`src/rtl/kseq_pkg.sv`:
```
// Shared definitions for the Karatsuba sequential multiplier controller:
// FSM state encoding and the width-derivation helpers H, MW and PW.
package kseq_pkg;

    typedef enum logic [2:0] {
        ST_IDLE    = 3'd0,
        ST_MUL_LO  = 3'd1,
        ST_MUL_HI  = 3'd2,
        ST_MUL_MID = 3'd3,
        ST_DONE    = 3'd4
    } kseq_state_e;

    // Half operand width.
    function automatic int unsigned kseq_h(input int unsigned w);
        return w / 2;
    endfunction

    // Shared multiplier operand width; one extra bit holds the carry of xh+xl.
    function automatic int unsigned kseq_mw(input int unsigned w);
        return (w / 2) + 1;
    endfunction

    // Full product width.
    function automatic int unsigned kseq_pw(input int unsigned w);
        return 2 * w;
    endfunction

endpackage

```
`src/rtl/karatsuba_mul_core.sv`:
```
// Combinational unsigned MW x MW -> 2*MW multiplier shared by all three
// Karatsuba sub-products.
module karatsuba_mul_core #(
    parameter int unsigned MW = 5
) (
    input  logic [MW-1:0]   a,
    input  logic [MW-1:0]   b,
    output logic [2*MW-1:0] p
);

    assign p = (2*MW)'(a) * (2*MW)'(b);

endmodule

```
`src/rtl/karatsuba_seq_ctrl.sv`:
```
// Sequential W x W Karatsuba multiplier: three sub-products on one shared
// (W/2+1)-bit multiplier. Optional KSEQ_ZERO_BYPASS_EN skips the multiplies
// when either operand is zero.
module karatsuba_seq_ctrl
    import kseq_pkg::*;
#(
    parameter int unsigned W = 8
) (
    input  logic           clk,
    input  logic           rst,
    input  logic           in_valid,
    output logic           in_ready,
    input  logic [W-1:0]   in_x,
    input  logic [W-1:0]   in_y,
    output logic           out_valid,
    input  logic           out_ready,
    output logic [2*W-1:0] out_prod,
    output logic           busy
);

    localparam int unsigned H  = kseq_h(W);
    localparam int unsigned MW = kseq_mw(W);
    localparam int unsigned PW = kseq_pw(W);

    kseq_state_e state;

    logic [W-1:0]    x_r;
    logic [W-1:0]    y_r;
    logic [PW-1:0]   z0;
    logic [PW-1:0]   z2;
`ifdef KSEQ_ZERO_BYPASS_EN
    logic            zero_r;
`endif

    logic [H-1:0]    xh;
    logic [H-1:0]    xl;
    logic [H-1:0]    yh;
    logic [H-1:0]    yl;
    logic [MW-1:0]   mul_a;
    logic [MW-1:0]   mul_b;
    logic [2*MW-1:0] mul_p;
    logic [PW-1:0]   mid;
    logic [PW-1:0]   z1;
    logic [PW-1:0]   prod_sum;

    assign xh = x_r[W-1:H];
    assign xl = x_r[H-1:0];
    assign yh = y_r[W-1:H];
    assign yl = y_r[H-1:0];

    // Operand mux feeding the shared multiplier, one sub-product per state.
    always_comb begin
        mul_a = '0;
        mul_b = '0;
        case (state)
            ST_MUL_LO: begin
                mul_a = MW'(xl);
                mul_b = MW'(yl);
            end
            ST_MUL_HI: begin
                mul_a = MW'(xh);
                mul_b = MW'(yh);
            end
            ST_MUL_MID: begin
                mul_a = MW'(xh) + MW'(xl);
                mul_b = MW'(yh) + MW'(yl);
            end
            default: ;
        endcase
`ifdef KSEQ_ZERO_BYPASS_EN
        if (zero_r) begin
            mul_a = '0;
            mul_b = '0;
        end
`endif
    end

    karatsuba_mul_core #(
        .MW (MW)
    ) u_mul (
        .a (mul_a),
        .b (mul_b),
        .p (mul_p)
    );

    // Recombination; z1 cannot underflow since mid >= z2 + z0.
    assign mid      = PW'(mul_p);
    assign z1       = mid - z2 - z0;
    assign prod_sum = (z2 << W) + (z1 << H) + z0;

    always_ff @(posedge clk or posedge rst) begin
        if (rst) begin
            state     <= ST_IDLE;
            x_r       <= '0;
            y_r       <= '0;
            z0        <= '0;
            z2        <= '0;
            out_prod  <= '0;
            in_ready  <= 1'b1;
            out_valid <= 1'b0;
            busy      <= 1'b0;
`ifdef KSEQ_ZERO_BYPASS_EN
            zero_r    <= 1'b0;
`endif
        end else begin
            case (state)
                ST_IDLE: begin
                    if (in_valid && in_ready) begin
                        x_r      <= in_x;
                        y_r      <= in_y;
                        in_ready <= 1'b0;
                        busy     <= 1'b1;
                        state    <= ST_MUL_LO;
`ifdef KSEQ_ZERO_BYPASS_EN
                        zero_r   <= (in_x == '0) || (in_y == '0);
`endif
                    end
                end
                ST_MUL_LO: begin
`ifdef KSEQ_ZERO_BYPASS_EN
                    if (zero_r) begin
                        out_prod  <= '0;
                        out_valid <= 1'b1;
                        state     <= ST_DONE;
                    end else begin
                        z0    <= mid;
                        state <= ST_MUL_HI;
                    end
`else
                    z0    <= mid;
                    state <= ST_MUL_HI;
`endif
                end
                ST_MUL_HI: begin
                    z2    <= mid;
                    state <= ST_MUL_MID;
                end
                ST_MUL_MID: begin
                    out_prod  <= prod_sum;
                    out_valid <= 1'b1;
                    state     <= ST_DONE;
                end
                ST_DONE: begin
                    // Result held stable until the consumer takes it.
                    if (out_ready) begin
                        out_valid <= 1'b0;
                        in_ready  <= 1'b1;
                        busy      <= 1'b0;
                        state     <= ST_IDLE;
`ifdef KSEQ_ZERO_BYPASS_EN
                        zero_r    <= 1'b0;
`endif
                    end
                end
                default: begin
                    state <= ST_IDLE;
                end
            endcase
        end
    end

endmodule

```
`config.mk`:
```
export PLATFORM = sky130hd
export DESIGN_NAME = karatsuba_seq_ctrl
export DESIGN_NICKNAME = d
export VERILOG_FILES = /design/src/rtl/kseq_pkg.sv /design/src/rtl/karatsuba_mul_core.sv /design/src/rtl/karatsuba_seq_ctrl.sv
export SDC_FILE = /design/constraint.sdc
export NUM_CORES = 1
export LEC_CHECK = 0
export BUFFER_PORTS_ARGS = -buffer_cell sky130_fd_sc_hd__buf_2
export CORE_ASPECT_RATIO = 0.75
export CORE_UTILIZATION = 31
export CTS_CLUSTER_DIAMETER = 120
export DETAILED_ROUTE_END_ITERATION = 8
export SLEW_MARGIN = 20
export SYNTH_ARGS = -nofsm -noshare
export SYNTH_HDL_FRONTEND = slang
export SYNTH_SLANG_ARGS = --single-unit
```
`constraint.sdc`:
```
create_clock -name clk -period 20.3 [get_ports clk]
set_input_delay 1.015 -clock clk [delete_from_list [all_inputs] [get_ports clk]]
set_output_delay 1.015 -clock clk [all_outputs]
set_load 0.05 [all_outputs]
```
==> impl_metrics.toml <==
[status]
status = "complete, no violations"

[global_routing]
grt_max_degree = 42
grt_use_total_pct = 13.8
grt_pass1_vias = 3867
busiest_layer = "met2"
grt_util_met3_pct = 2.91
gr-usage-met1_pct = 18.5
grt_use_met2_pct = 22.4
grt_first_pass_wirelength_mm = 18.2
grt_remaining_overflow = 0
antenna_found_initial = 0

[clock_tree]
cts_made_buffers = 9
cts-root-buf = "clkbuf_16"
cts_tree = "done"
post_cts_buffers = 0
htree_num_levels = 3
cts_sinks = 58
ctsResizeCount = 0
clockBufferDepth = 2
clk_latency_ps = 330
cts_hold_buf = 0
clk_pin_slew_ps = 50

[timing]
min_period_over_period_pct = 43.3
timing.fmax_mhz = 114
skew_ps = 7.92
maxSlewViolCount = 0
period_needed_ps = 8780
tightestPinTransition_ps = 846
setup_violations = 0
timing.slew.headroom_pct = 43.5
finalSetupTns_ps = 0
finalHoldViolCount = 0
rsz0062_at_grt = "false"

[critical_path]
crit_required_ps = 20550
crit_slowest_cell = "dfrtp_1"
path_class = "reg -> reg"
crit_path_start_kind = "register"
cp.arrival_ps = 9030
cpMostUsedCell = "ha_1"
endpoint_kind = "register"
max_stage_delay_ps = 810
critPathMaxFanout = 24

[floorplan]
die-area_um2 = 16500
fp.dieH_um = 112
fp.coreArea_um2 = 15400
die_w_um = 148
rows = 39
pin_count = 39
initial_core_util_pct = 32.2

[drt]
wl_mm = 10.5
vias = 3888
drc_errors = 0
via_per_inst = 4.89
drt_pass1_iterations = 5
drt-initial-drc-count = 191
avgRoutedWirePerCell_um = 13.2
ant_nets = 0

[synth]
yosys_warnings = 0
yosys.area.top_type = "dfrtp_1"
netlist_instances = 549
synth.avg_cell_area_um2 = 9.04
synth_seq_cells = 58
synth_edf_count = 0
seq_area_frac_synth_pct = 29.3
async_reset_ff_share_pct = 100
synth_top_area_share_pct = 28.7
yosysUniqueCellTypes = 59
netlist_top_cells_area = "dfrtp_1, ha_1, fa_1"
synthFlopType = "dfrtp_1"
netlist_area_um2 = 4960
syn_nets = 650

[worst_hold_path]
hold_path_class = "reg -> reg"

[finish]
final_cell_area_um2 = 5640
instances_no_fill = 795
post_route_cells_drive_above_1_share_pct = 11.0
final_nets = 686
fin_util_pct = 36.6
antenna_cells = 0
area_delta_synth_final_pct = 13.6

[placement]
gp_congestion = 0.817
placed_area_um2 = 5360
place_hpwl_mm = 8.16
place_inst = 779
portBuffers = 38

[flow_run]
drv_cap = 0
## critical path: cells and delay by family (launching register included)
kind / cells / cell delay (ps)
buffers and inverters: 2 / 120
AOI/OAI and AO/OA: 9 / 1720
DFF: 1 / 810
and+or+nand+nor: 7 / 2520
xor gates and xnor gates: 3 / 500
adders and majority gates: 8 / 3060
## layout make-up
| type | count | area (um^2) |
|---|---|---|
| inverters | 53 | 200 |
| fillers | 1593 | 9780 |
| multi-input cells | 422 | 3240 |
| well taps | 205 | 256 |
| clock buffers | 13 | 260 |
| clock inverters | 3 | 15.0 |
| flip-flops and latches | 58 | 1450 |
| repair buffers | 41 | 213 |
## cells by family after synthesis
family                   after synthesis  share of synthesized area, %
multiplexers                          21                          4.74
adder cells (fa/ha/maj)               81                          22.8
buffers and inverters                 69                          5.40
XOR/XNOR                              32                          5.80
AND/OR/NAND/NOR                      161                          15.9
flip-flops                            58                          29.3
AO/OA/AOI/OAI                        127                          16.0
## layer usage
metal | part of all wire (%) | up-vias
met5 | 0 | -
met4 | 1.3 | 0
met3 | 4.0 | 12
met2 | 44 | 60
met1 | 50 | 1844
li1 | - | 1972
## layout by cell type, fill, tap and decap left out, drive strengths merged, types with 6 or more instances in the layout
cell,count
nor2,40
xnor2,25
ha,65
a21oi,32
xor2,7
dfrtp,57
fa,16
mux2,20
nand2,58
or2,13
o21a,9
a21o,15
o21ai,39
clkbuf,13
nand2b,7
nor2b,6
nor3,7
buf,41
inv,52
## registers in the layout, summed over array words and instances (netlist names)
register / cells
x_r: 8
z2: 10
out_valid: 1
in_ready: 1
out_prod: 16
z0: 10
y_r: 8
state: 3
busy: 1
## Yosys cell counts (2+ instances only)
| library cell | count |
|---|---|
| buf_2 | 6 |
| or4_1 | 2 |
| a31oi_1 | 5 |
| nor3_1 | 7 |
| nand3b_1 | 4 |
| o31ai_1 | 4 |
| nor2b_1 | 6 |
| nand2_1 | 58 |
| a22oi_1 | 5 |
| fa_1 | 16 |
| o21ai_0 | 13 |
| and3_1 | 2 |
| a21oi_1 | 32 |
| nand3_1 | 5 |
| buf_1 | 2 |
| mux2_1 | 20 |
| dfrtp_1 | 57 |
| inv_1 | 52 |
| or2_1 | 12 |
| clkbuf_1 | 8 |
| a21o_1 | 15 |
| nor2_1 | 39 |
| xnor2_1 | 24 |
| or3_1 | 5 |
| nor3b_1 | 4 |
| o21ai_1 | 26 |
| ha_1 | 65 |
| xor2_1 | 7 |
| o211ai_1 | 3 |
| a211oi_1 | 2 |
| nand2b_1 | 7 |
| o21a_1 | 9 |
## through the flow
stage | hold WS (ps) | setup slack [ps]
final | 463 | 11520
after global routing | 503 | 10980
after CTS | 472 | 11520
after detailed placement | 459 | 11590
after global placement | 454 | 11910
after floorplan | 449 | 12240
## final timing paths
check / from / to / slack [ps] / cells past startpoint
worst max-delay path: state[1]$_DFFE_PP0P_ / out_prod[15]$_DFFE_PP0N_ / 11520 / 29
worst min-delay path: out_prod[6]$_DFFE_PP0N_ / out_prod[6]$_DFFE_PP0N_ / 460 / 2
worst max register to register: state[1]$_DFFE_PP0P_ / out_prod[15]$_DFFE_PP0N_ / 11520 / 29
worst min register to register: out_prod[6]$_DFFE_PP0N_ / out_prod[6]$_DFFE_PP0N_ / 460 / 2
max in group asynchronous: rst / z2[7]$_DFFE_PP0N_ / 18760 / 3
min in group asynchronous: rst / busy$_DFFE_PP0P_ / 660 / 2
Power is left out: the tool's default activity adds up to more than one toggle a clock period on the data nets, which glitch-free logic cannot reach.
